==> src/rtl/sap1_pkg.sv <==
// rtl/sap1_pkg.sv - SAP-1 control-word bit indices, opcodes and ring-state constants
package sap1_pkg;

  localparam int T_STATES = 6;

  // Control word bit positions, MSB (Cp) down to LSB (Lo)
  localparam int CP = 11;
  localparam int EP = 10;
  localparam int LM = 9;
  localparam int CE = 8;
  localparam int LI = 7;
  localparam int EI = 6;
  localparam int LA = 5;
  localparam int EA = 4;
  localparam int SU = 3;
  localparam int EU = 2;
  localparam int LB = 1;
  localparam int LO = 0;

  localparam logic [3:0] OP_LDA = 4'h0;
  localparam logic [3:0] OP_ADD = 4'h1;
  localparam logic [3:0] OP_SUB = 4'h2;
  localparam logic [3:0] OP_OUT = 4'hE;
  localparam logic [3:0] OP_HLT = 4'hF;

  localparam logic [T_STATES-1:0] T1 = 6'b000001;
  localparam logic [T_STATES-1:0] T2 = 6'b000010;
  localparam logic [T_STATES-1:0] T3 = 6'b000100;
  localparam logic [T_STATES-1:0] T4 = 6'b001000;
  localparam logic [T_STATES-1:0] T5 = 6'b010000;
  localparam logic [T_STATES-1:0] T6 = 6'b100000;

  function automatic logic is_onehot(input logic [T_STATES-1:0] v);
    return (v != '0) && ((v & (v - 1'b1)) == '0);
  endfunction

endpackage

==> src/rtl/ring_counter.sv <==
// rtl/ring_counter.sv - one-hot T-state ring with hold and self-correction to T1
module ring_counter
  import sap1_pkg::*;
(
  input  logic                clk,
  input  logic                rst,
  input  logic                hold,
  output logic [T_STATES-1:0] t_state
);

  // Corruption recovery takes priority over hold so a halted machine cannot freeze on a bad value.
  always_ff @(posedge clk or posedge rst) begin
    if (rst) begin
      t_state <= T1;
    end else if (!is_onehot(t_state)) begin
      t_state <= T1;
    end else if (!hold) begin
      t_state <= {t_state[T_STATES-2:0], t_state[T_STATES-1]};
    end
  end

endmodule

==> src/rtl/control_sequencer.sv <==
// rtl/control_sequencer.sv - SAP-1 ring counter plus microcode decode and halt detection
module control_sequencer
  import sap1_pkg::*;
(
  input  logic                clk,
  input  logic                rst,
  input  logic [3:0]          opcode,
  output logic [11:0]         con,
  output logic [T_STATES-1:0] t_state,
  output logic                halt
);

  logic        halted;
  logic        hlt_now;
  logic [11:0] word;

  // HLT is seen combinationally in T4 so the ring holds on the very edge that sets halted.
  assign hlt_now = (t_state == T4) && (opcode == OP_HLT);
  assign halt    = halted | hlt_now;

  ring_counter u_ring (
    .clk     (clk),
    .rst     (rst),
    .hold    (halt),
    .t_state (t_state)
  );

  always_ff @(posedge clk or posedge rst) begin
    if (rst) begin
      halted <= 1'b0;
    end else if (hlt_now) begin
      halted <= 1'b1;
    end
  end

  always_comb begin
    word = '0;
    case (t_state)
      T1: begin word[EP] = 1'b1; word[LM] = 1'b1; end
      T2: word[CP] = 1'b1;
      T3: begin word[CE] = 1'b1; word[LI] = 1'b1; end
      T4: begin
        case (opcode)
          OP_LDA, OP_ADD, OP_SUB: begin word[LM] = 1'b1; word[EI] = 1'b1; end
          OP_OUT:                 begin word[EA] = 1'b1; word[LO] = 1'b1; end
          default: ;
        endcase
      end
      T5: begin
        case (opcode)
          OP_LDA:         begin word[CE] = 1'b1; word[LA] = 1'b1; end
          OP_ADD, OP_SUB: begin word[CE] = 1'b1; word[LB] = 1'b1; end
          default: ;
        endcase
      end
      T6: begin
        case (opcode)
          OP_ADD: begin word[LA] = 1'b1; word[EU] = 1'b1; end
          OP_SUB: begin word[LA] = 1'b1; word[SU] = 1'b1; word[EU] = 1'b1; end
          default: ;
        endcase
      end
      default: ;
    endcase
  end

  assign con = halt ? 12'h000 : word;

endmodule

==> config.mk <==
export PLATFORM = sky130hd
export DESIGN_NAME = control_sequencer
export DESIGN_NICKNAME = d
export VERILOG_FILES = /design/src/rtl/sap1_pkg.sv /design/src/rtl/ring_counter.sv /design/src/rtl/control_sequencer.sv
export SDC_FILE = /design/constraint.sdc
export NUM_CORES = 1
export LEC_CHECK = 0
export ABC_AREA = 1
export CORE_UTILIZATION = 45
export CTS_CLUSTER_DIAMETER = 120
export DETAILED_ROUTE_END_ITERATION = 10
export PLACE_DENSITY = 0.8
export SLEW_MARGIN = 10
export SYNTH_ARGS = -nofsm -noshare
export SYNTH_HDL_FRONTEND = slang
export SYNTH_SLANG_ARGS = --single-unit
==> constraint.sdc <==
create_clock -name clk -period 4.9 [get_ports clk]
set_clock_uncertainty 0.15 [all_clocks]
set_input_delay 0.98 -clock clk [delete_from_list [all_inputs] [get_ports clk]]
set_output_delay 0.98 -clock clk [all_outputs]
set_load 0.005 [all_outputs]
# --- After elaboration in Yosys (flattened, before gate mapping) ---
# Cells that the tools add are included.
word_totals:
  regBits: 7
  input_bits: 6
  output_inout_bits: 19
  elab_cells: 41
op_classes:
  n_addsub: 1
  n_eq_ne: 11
  n_mux: 18
  n_bitwise: 2
  reduce_logical: 7
ops:
  columns: ["operator", "n"]
  rows:
  - ["2-to-1 mux 12 bit", 1]
  - ["2-to-1 mux 6 bit", 2]
  - ["2-to-1 mux 1 bit", 11]
  - ["== test 4 bit, second input constant", 2]
  - ["bitwise AND 6 bit", 1]
  - ["== test 6 x 1 -> 1 bit, second input constant", 1]
  - ["== test 6 x 2 -> 1 bit, second input constant", 1]
  - ["== test 6 x 3 -> 1 bit, second input constant", 1]
  - ["== test 6 x 4 -> 1 bit, second input constant", 1]
  - ["== test 6 x 5 -> 1 bit, second input constant", 1]
  - ["== test 6 bit, second input constant", 1]
  - ["logical NOT 6 bit", 1]
  - ["case mux 1 bit (2 select lines)", 3]
  - ["nonzero test 6 bit", 1]
  - ["subtractor 6 x 1 -> 6 bit, second input constant", 1]
  - ["== test 4 x 1 -> 1 bit, second input constant", 1]
  - ["== test 4 x 2 -> 1 bit, second input constant", 1]
  - ["logical NOT 4 bit", 1]
  - ["OR reduction 3 bit", 1]
  - ["logical AND 1 bit", 2]
  - ["2-to-1 mux 2 bit", 1]
  - ["!= test 2 bit, second input constant", 1]
  - ["OR reduction 2 bit", 1]
  - ["OR 1 bit", 1]

# --- Logic depth before layout (Yosys ltp) ---
# Gate-level depths: netlist of the first run.
depth:
  word_depth: 5
  ltp_mapped: 8
  depth_no_buf: 8

# --- By module ---
# From an unflattened synthesis of the first run, not the netlist that was laid out.
unflattened:
  hier_cells: 108
  area_unflattened_um2: 690.7
by_module_without_submodules:
  columns: ["module", "n_inst", "cells_each", "area_per_inst_um2", "seq_area_each_um2"]
  rows:
  - ["ring_counter", 1, 49, 372.9, 151.4]
  - ["control_sequencer", 1, 59, 317.8, 25.0]

# --- Worst setup path after synthesis of the first run ---
# Ideal clock, no wire load.
synth_path:
  path_type: "input to output"
  startpoint: "input port opcode[1]"
  endpoint: "output port con[4]"
  arrival_ps: 1767
  setup_slack_ps: 2003
  path_stages: 6
  cell_sequence: "nand2_1 -> nor2_2 -> nand3_4 -> nand3_1 -> nor3_1 -> buf_4"
synth_between:
  elab_chain_cells: 4
synth_lines:
  columns: ["element", "line_no", "source"]
  rows:
  - ["from (decl)", "control_sequencer.sv:7", "input logic [3:0] opcode,"]
  - ["== test 4 bit, on equally long branches", "control_sequencer.sv:43, control_sequencer.sv:18", null]
  - ["2-to-1 mux 1 bit or logical AND 1 bit (tied branches)", "control_sequencer.sv:43, control_sequencer.sv:18", null]
  - ["2-to-1 mux 1 bit or OR 1 bit (tied branches)", "control_sequencer.sv:38, control_sequencer.sv:19", null]
  - ["2-to-1 mux 12 bit *", "control_sequencer.sv:67", "assign con = halt ? 12'h000 : word;"]
  - ["to (decl)", "control_sequencer.sv:8", "output logic [11:0] con,"]
# Every way passes the cells marked *; elsewhere a longest branch is shown, timed or not.

# --- Worst setup path in the final report of the first run ---
# Same ends and word-level chain as after synthesis.

==> results.yml, run 1 <==
critical_path:
  critPathRequiredTime_ps: 3770
  crit_top_cell: "clkdlybuf4s50_1"
  cp-end-kind: "output pin"
  path_max_fanout: 7
  critPathKind: "in -> out"
  startpoint_type: "primary input"
  path_buf_inv: 2
  cpPeakStageDelay_ps: 550
  arrival_ps: 2670
  path_cells: "clkdlybuf4s50_1 > nand2_1 > nor2_2 > nand3_4 > nand3_1 > nor3_1 > clkdlybuf4s50_1"
  cp_top_family: "buffers and inverters"
  crit_slowest_cell: "clkdlybuf4s50_1"
global_route:
  antenna_found_initial: 0
  grt_max_degree: 15
  grt_use_total_pct: 25.2
  overflow: 0
  grt_pass1_vias: 643
  grt_pass1_wl_um: 2600
yosys:
  synth_area_leader_cell: "dfrtp_1"
  synthesis.nets: 104
  yosys_register_bits: 7
  yosys-top-cells-area: "dfrtp_1 23%, nand2_1 14%, nand3_1 13%"
  postSynthCellCount: 98
  avgSynthCellArea_sq_um: 6.52
  synth_top_area_share_pct: 23.5
  ys_types: 20
  ys_seq_area_share_pct: 27.6
  yosys_warnings: 0
  synthesis.area_sq_um: 639
outcome:
  status: "finished clean"
final_layout:
  n_antenna_cell: 0
  final_cell_area_sq_um: 906
  fillers: 121
  area_growth_pct: 41.7
  register_area_sq_um: 176
  final_core_utilization_pct: 68.8
  multi_input_area_sq_um: 395
  drive_gt1_share_pct: 15.3
  nets: 131
sta:
  fmax_mhz: 263
  fin_crit_sh_pct: 77.5
  fin_crit_ps: 3800
  slew-limit-headroom_pct: 81.3
  hold_viol: 0
  hold_slack_ps: 379
  rsz0062_at_grt: "no"
  slew_violations: 0
  setup_tns_ps: 0
  finalSetupViolCount: 0
  worstMarginPinSlew_ps: 281
clocking:
  cts_root_buf: "clkbuf_4"
  cts_made_buffers: 3
  hold_buffers: 0
  cts.sinks: 7
  cts_htree_levels: 1
  clkLatencyLatePin_ps: 250
  cts_post_setup_buffers_inserted: 0
  cts_resized: 0
  clk_pin_slew_worst_paths_ps: 50
  clock_path_buffers: 2
  cts_tree: "built"
floorplan:
  fp.dieW_um: 39.7
  ios: 25
  rows: 13
  dieArea_sq_um: 1580
  core_area_sq_um: 1320
  dieHeight_um: 39.7
  initial_core_util_pct: 48.5
routing:
  drtIter0Drc: 21
  wirelength_um: 1570
  drtAntennaViolNets: 0
  drt_first_pass_iters: 4
  via_per_inst: 5.26
  vias: 731
  wl_per_cell_um: 11.3
  drc: 0
pwr:
  design_power_total_mw: 0.120
  irDropWorstVdd_mv: 0.152
  power_density_nw_per_um2: 133
  p_leak_nw: 0.392
worst_hold_path:
  worstHoldPathType: "reg -> reg"
placed_design:
  gp_congestion: 0.866
  portBuffers: 24
  dp_hpwl_um: 1260
  postPlaceCellArea_sq_um: 880
run:
  drv_cap: 0
-- metal layers --
| layer | share of wire, % | global-route usage (%) |
|---|---|---|
| met5 | 0 | 0 |
| met1 | 44 | 28.3 |
| met2 | 47 | 41.4 |
| met4 | 1.7 | 12.9 |
| met3 | 6.6 | 8.52 |
-- through the flow --
step,std cells,worst slack (ps)
floorplan,98,2000
global placement,135,1140
detailed placement,135,1120
CTS,139,1100
global route,139,929
finish,139,1100
-- sequential cells by signal, summed over array words and instances, names as in the netlist --
signal,flops
u_ring.t_state,6
halted,1
-- power by group --
group          switching (mW)  internal, mW
combinational         0.00491       0.00468
sequential                  0        0.0579
clock                  0.0217        0.0311
-- Yosys cell counts --
| cell type | count |
|---|---|
| nor2_1 | 14 |
| nor3_2 | 3 |
| nand3_4 | 1 |
| nor2_4 | 3 |
| dfrtp_1 | 6 |
| nand2_2 | 2 |
| o21ai_1 | 1 |
| dfstp_2 | 1 |
| inv_2 | 3 |
| nand3b_1 | 1 |
| buf_4 | 1 |
| buf_6 | 1 |
| nor3_1 | 4 |
| o21bai_1 | 1 |
| nor2_2 | 2 |
| nand3_1 | 16 |
| nand2_4 | 1 |
| nand2_1 | 24 |
| inv_1 | 10 |
| a21oi_1 | 3 |
-- kinds of logic (layout without fill, tap and decap cells) --
family | after synthesis | count (layout) | synth area share [%]
buffers and inverters | 15 | 41 | 10.6
DFF | 7 | 7 | 27.6
AOI/OAI and AO/OA | 5 | 5 | 4.30
and+or+nand+nor | 71 | 71 | 57.5
-- cell usage in the layout, fill, tap and decap left out, drive strengths merged --
cell and n:
nand2 27, clkdlybuf4s50 24, nor2 19, nand3 17, inv 13, nor3 7, dfrtp 6, clkbuf 4
a21oi 3, o21bai 1, o21ai 1, nand3b 1, dfstp 1
-- worst min-delay path: stages, from the launching register on --
cell	delay [ps]
dfstp_2	390
nand2_1	60
nand3_1	60
-- path summary, 6_finish.rpt --
kind / start / end / slack, ps / cells past startpoint
max: opcode[1] / con[4] / 1100 / 7
min: u_ring.t_state[0] / u_ring.t_state[0] / 380 / 2
max reg2reg: u_ring.t_state[0] / u_ring.t_state[5] / 3350 / 8
min reg2reg: u_ring.t_state[0] / u_ring.t_state[0] / 380 / 2
max in group asynchronous: rst / u_ring.t_state[0] / 3530 / 2
min in group asynchronous: rst / u_ring.t_state[2] / 800 / 2
-- area by class of cell --
type                            instances  area share [%]
Clock buffer                            4            2.90
Tap cell                               15            2.07
Multi-Input combinational cell         76            43.6
Inverter                               13            5.39
Timing Repair Buffer                   24            26.5
Sequential cell                         7            19.5
No activity file was read; power rests on OpenSTA's default activity.
==> inputs of run 2 (changes only) <==
--- a/config.mk
+++ b/config.mk
@@ -6,10 +6,10 @@
 export NUM_CORES = 1
 export LEC_CHECK = 0
 export ABC_AREA = 1
-export CORE_UTILIZATION = 45
+export CORE_UTILIZATION = 38
 export CTS_CLUSTER_DIAMETER = 120
 export DETAILED_ROUTE_END_ITERATION = 10
-export PLACE_DENSITY = 0.8
+export PLACE_DENSITY = 0.72
 export SLEW_MARGIN = 10
 export SYNTH_ARGS = -nofsm -noshare
 export SYNTH_HDL_FRONTEND = slang
==> constraint.sdc (replaced) <==
create_clock -name clk -period 3.2 [get_ports clk]
set_clock_uncertainty 0.15 [all_clocks]
set_input_delay 0.64 -clock clk [delete_from_list [all_inputs] [get_ports clk]]
set_output_delay 0.64 -clock clk [all_outputs]
set_load 0.005 [all_outputs]
==> run 2 against run 1 <==
Non-clock buffer count is the same. Largest power group unchanged. Register-to-register slack lost 1800 ps. Clock power grew 65%. Power grew 59%.
==> results.yml, run 2 (synthesized netlist as in run 1, its figures left out) <==
outcome:
  status: "finished clean"
floorplan:
  ios: 25
  dieArea_sq_um: 1850
  rows: 14
  initial_core_util_pct: 41.5
  core_area_sq_um: 1540
  dieHeight_um: 43.0
  fp.dieW_um: 43.0
sta:
  hold_viol: 0
  worstMarginPinSlew_ps: 281
  slew-limit-headroom_pct: 81.3
  setup_tns_ps: 0
  hold_slack_ps: 395
  fmax_mhz: 326
  slew_violations: 0
  setup_ws_ps: 131
  fin_crit_sh_pct: 95.9
  finalSetupViolCount: 0
  rsz0062_at_grt: "no"
  fin_crit_ps: 3070
critical_path:
  cp-end-kind: "output pin"
  path_max_fanout: 3
  arrival_ps: 2280
  cpPeakStageDelay_ps: 520
  crit_top_cell: "clkdlybuf4s50_1"
  critPathRequiredTime_ps: 2410
  startpoint_type: "primary input"
  crit_slowest_cell: "clkdlybuf4s50_1"
  rrSetupSlack_ps: 1590
  path_cells: "clkdlybuf4s50_1 > nor2_1 > nand3_1 > nand3b_1 > a21oi_1 > clkdlybuf4s50_1"
  rr_worst_depth: 8
  critPathKind: "in -> out"
final_layout:
  largest_reg_flops: 6
  area_growth_pct: 43.4
  mostFrequentLayoutCells: "24 x nand2_1, 24 x clkdlybuf4s50_1, 15 x nand3_1"
  final_cell_area_sq_um: 917
  nets: 131
  n_antenna_cell: 0
  reg.largest.list: "u_ring.t_state x6, halted x1"
  regMostFlops: "u_ring.t_state"
  drive_gt1_share_pct: 16.9
  fillers: 150
global_route:
  antenna_found_initial: 0
  grt_pass1_wl_um: 2820
  grt_use_total_pct: 21.0
  overflow: 0
  grt_pass1_vias: 669
  grt_max_degree: 15
routing:
  drtIter0Drc: 23
  wl_per_cell_um: 12.6
  drtAntennaViolNets: 0
  drt_first_pass_iters: 4
  vias: 745
  via_per_inst: 5.32
  drc: 0
  wirelength_um: 1770
placed_design:
  postPlaceCellArea_sq_um: 881
  portBuffers: 24
  preCtsSetupSlack_ps: 71.5
  dp_hpwl_um: 1310
  gp_congestion: 0.858
clocking:
  cts_made_buffers: 3
  cts_root_buf: "clkbuf_4"
  cts_htree_levels: 1
  clk_pin_slew_worst_paths_ps: 50
  clock_path_buffers: 2
  cts.sinks: 7
  cts_tree: "built"
  clkLatencyLatePin_ps: 270
  cts_post_setup_buffers_inserted: 0
  hold_buffers: 0
worst_hold_path:
  worstHoldPathType: "reg -> reg"
  hold_depth: 2
pwr:
  irDropWorstVdd_mv: 0.147
  design_power_total_mw: 0.191
  p_leak_nw: 0.393
  power_density_nw_per_um2: 208
run:
  drv_cap: 0
-- run 2: worst max-delay path: cells and delay by family --
family	cells	cell delay, ps
simple gates	3	540
buf+inv	2	960
compound gates	1	130
-- run 2: routing by layer --
layer / vias to the layer above / part of all wire, % / GRT usage [%]
li1: 365 / - / -
met1: 348 / 45 / 26.1
met2: 28 / 48 / 31.2
met3: 4 / 4.6 / 5.53
met4: 0 / 2.1 / 14.5
met5: - / 0 / 0
-- run 2: power breakdown --
group	switching, mW	internal [mW]	leakage, nW
Sequential	0	0.0886	0.0892
Clock	0.0393	0.0480	0.0150
Combinational	0.00791	0.00719	0.288
-- run 2: what timing repair did --
action	4_1_cts	5_1_grt
endpoints found under the setup margin	0	2
resized for setup	0	2
hold endpoints to repair	0	0
-- run 2: path summary, 6_finish.rpt --
path,start,endpoint
worst min-delay path,u_ring.t_state[0],u_ring.t_state[0]
worst max-delay path,opcode[3],con[5]
worst max register to register,u_ring.t_state[0],u_ring.t_state[2]
max in group asynchronous,rst,u_ring.t_state[0]
worst min register to register,u_ring.t_state[0],u_ring.t_state[0]
min in group asynchronous,rst,u_ring.t_state[4]
-- run 2: area by class of cell --
cell class	instances	area [sq um]	share of cell area (%)
Clock buffer	4	26.3	2.86
Multi-Input combinational cell	76	405	44.2
Sequential cell	7	176	19.2
Tap cell	16	20.0	2.18
Inverter	13	48.8	5.32
Timing Repair Buffer	24	240	26.2
-- run 2: per-stage QoR --
step / instances / util (%)
floorplan: 98 / -
global placement: 136 / 57.1
detailed placement: 136 / 57.1
CTS: 140 / 58.8
global route: 140 / 59.5
finish: 140 / 59.5
==> inputs of run 3 (changes only) <==
==> constraint.sdc (replaced) <==
create_clock -name clk -period 3.2 [get_ports clk]
set_clock_uncertainty 0.15 [all_clocks]
set_input_delay 0.48 -clock clk [delete_from_list [all_inputs] [get_ports clk]]
set_output_delay 0.48 -clock clk [all_outputs]
set_load 0.005 [all_outputs]
==> run 3 against run 2 <==
Core utilization shrank 0.65 points. Routed wire length shrank 1.2%. First-iteration DRC count grew 17%. Sequential cell count is the same. Sequential power is essentially flat. Fmax grew 8.5%. Final area shrank 1.1%. Die area is the same. Clock power grew 0.9%. Clock-buffer cell count is the same. Critical path type unchanged.
==> results.yml, run 3 (synthesized netlist as in run 1, its figures left out) <==
floorplan:
  fp.dieW_um: 43.0
  dieArea_sq_um: 1850
  initial_core_util_pct: 41.5
  core_area_sq_um: 1540
  dieHeight_um: 43.0
  rows: 14
  ios: 25
clocking:
  clock_path_buffers: 2
  cts_root_buf: "clkbuf_4"
  cts.sinks: 7
  cts_tree: "built"
  cts_resized: 0
  cts_post_setup_buffers_inserted: 0
  clk_pin_slew_worst_paths_ps: 60
  cts_made_buffers: 3
  cts_htree_levels: 1
  clkLatencyLatePin_ps: 270
  hold_buffers: 0
routing:
  via_per_inst: 5.32
  wl_per_cell_um: 12.5
  wirelength_um: 1750
  wl_met1_um: 765
  drt_first_pass_iters: 4
  routed-wl-met3_um: 106
  top_layer_used: "met4"
  drtIter0Drc: 27
  drc: 0
  drtAntennaViolNets: 0
  wl_met2_um: 830
  vias: 745
critical_path:
  rrSetupSlack_ps: 1600
  cp-end-kind: "output pin"
  path_buf_inv: 2
  crit_slowest_cell: "clkdlybuf4s50_1"
  path_max_fanout: 7
  crit_top_cell: "clkdlybuf4s50_1"
  startpoint_type: "primary input"
  path_cells: "clkdlybuf4s50_1 > nand2_1 > nor2_2 > nand3_4 > nand3_1 > nor3_1 > clkdlybuf4s50_1"
  r2r-start: "u_ring.t_state[0]"
  r2r_end: "u_ring.t_state[2]"
  arrival_ps: 2200
  cpPeakStageDelay_ps: 550
  cp_top_family: "buffers and inverters"
  rr_worst_depth: 8
  critPathKind: "in -> out"
  critPathRequiredTime_ps: 2570
final_layout:
  nets: 131
  n_antenna_cell: 0
  largest_reg_flops: 6
  drive_gt1_share_pct: 15.3
  mostFrequentLayoutCells: "24 x nand2_1, 24 x clkdlybuf4s50_1, 16 x nand3_1"
  final_core_utilization_pct: 58.8
  area_growth_pct: 41.9
  layout.cells.non_filler: 140
  regMostFlops: "u_ring.t_state"
  reg.largest.list: "u_ring.t_state x6, halted x1"
sta:
  fin_crit_ps: 2830
  setup_tns_ps: 0
  worstMarginPinSlew_ps: 288
  hold_viol: 0
  rsz0062_at_grt: "no"
  finalSetupViolCount: 0
  slew-limit-headroom_pct: 80.8
  fin_crit_sh_pct: 88.4
  slew_violations: 0
  fmax_mhz: 353
global_route:
  grt_use_total_pct: 21.0
  antenna_found_initial: 0
  grt_pass1_wl_um: 2820
  grt_pass1_vias: 669
  overflow: 0
  grt_max_degree: 15
pwr:
  design_power_total_mw: 0.191
  power_density_nw_per_um2: 211
  p_leak_nw: 0.392
  irDropWorstVdd_mv: 0.147
placed_design:
  placed_cells: 136
  portBuffers: 24
  gp_congestion: 0.858
  dp_hpwl_um: 1310
run:
  drv_cap: 0
worst_hold_path:
  worstHoldPathType: "in -> async"
outcome:
  status: "finished clean"
run 3: changes by cell type in the layout (fill, tap and decap cells not counted):
cell and delta:
nand3_1 +1, nand3_2 -1, nor3_1 +1, nor3_2 -1
run 3: cell type report:
| cell class | count | area (sq um) |
|---|---|---|
| sequential | 7 | 176 |
| multi-input combinational | 76 | 395 |
| inverter | 13 | 48.8 |
| tap | 16 | 20.0 |
| timing repair buffer | 24 | 240 |
| clock buffer | 4 | 26.3 |
| fill | 151 | 634 |
run 3: worst max path at each step:
| stage | start | cells after the start | to |
|---|---|---|---|
| final | opcode[1] | 7 | con[4] |
| after global routing | opcode[1] | 7 | con[4] |
| after CTS | opcode[1] | 7 | con[4] |
| after detailed placement | opcode[1] | 7 | con[4] |
| after global placement | opcode[1] | 7 | con[0] |
| after floorplan | u_ring.t_state[0] | 7 | con[4] |
run 3: layer usage:
layer  GRT usage, %  vias to the layer above
met4           14.5                        0
met1           26.1                      342
met2           31.2                       33
met5              0                        -
met3           5.53                        4
li1               -                      366
run 3: per-stage QoR:
stage	setup slack [ps]	area [sq um]	hold WS, ps
after global routing	240	907	324
after CTS	383	907	299
after detailed placement	392	881	384
after floorplan	1210	639	133
after global placement	447	881	376
final	370	907	284
run 3: power by group:
group	internal, mW	switching [mW]
clock	0.0481	0.0400
sequential	0.0886	0
combinational	0.00718	0.00764
total	0.144	0.0477
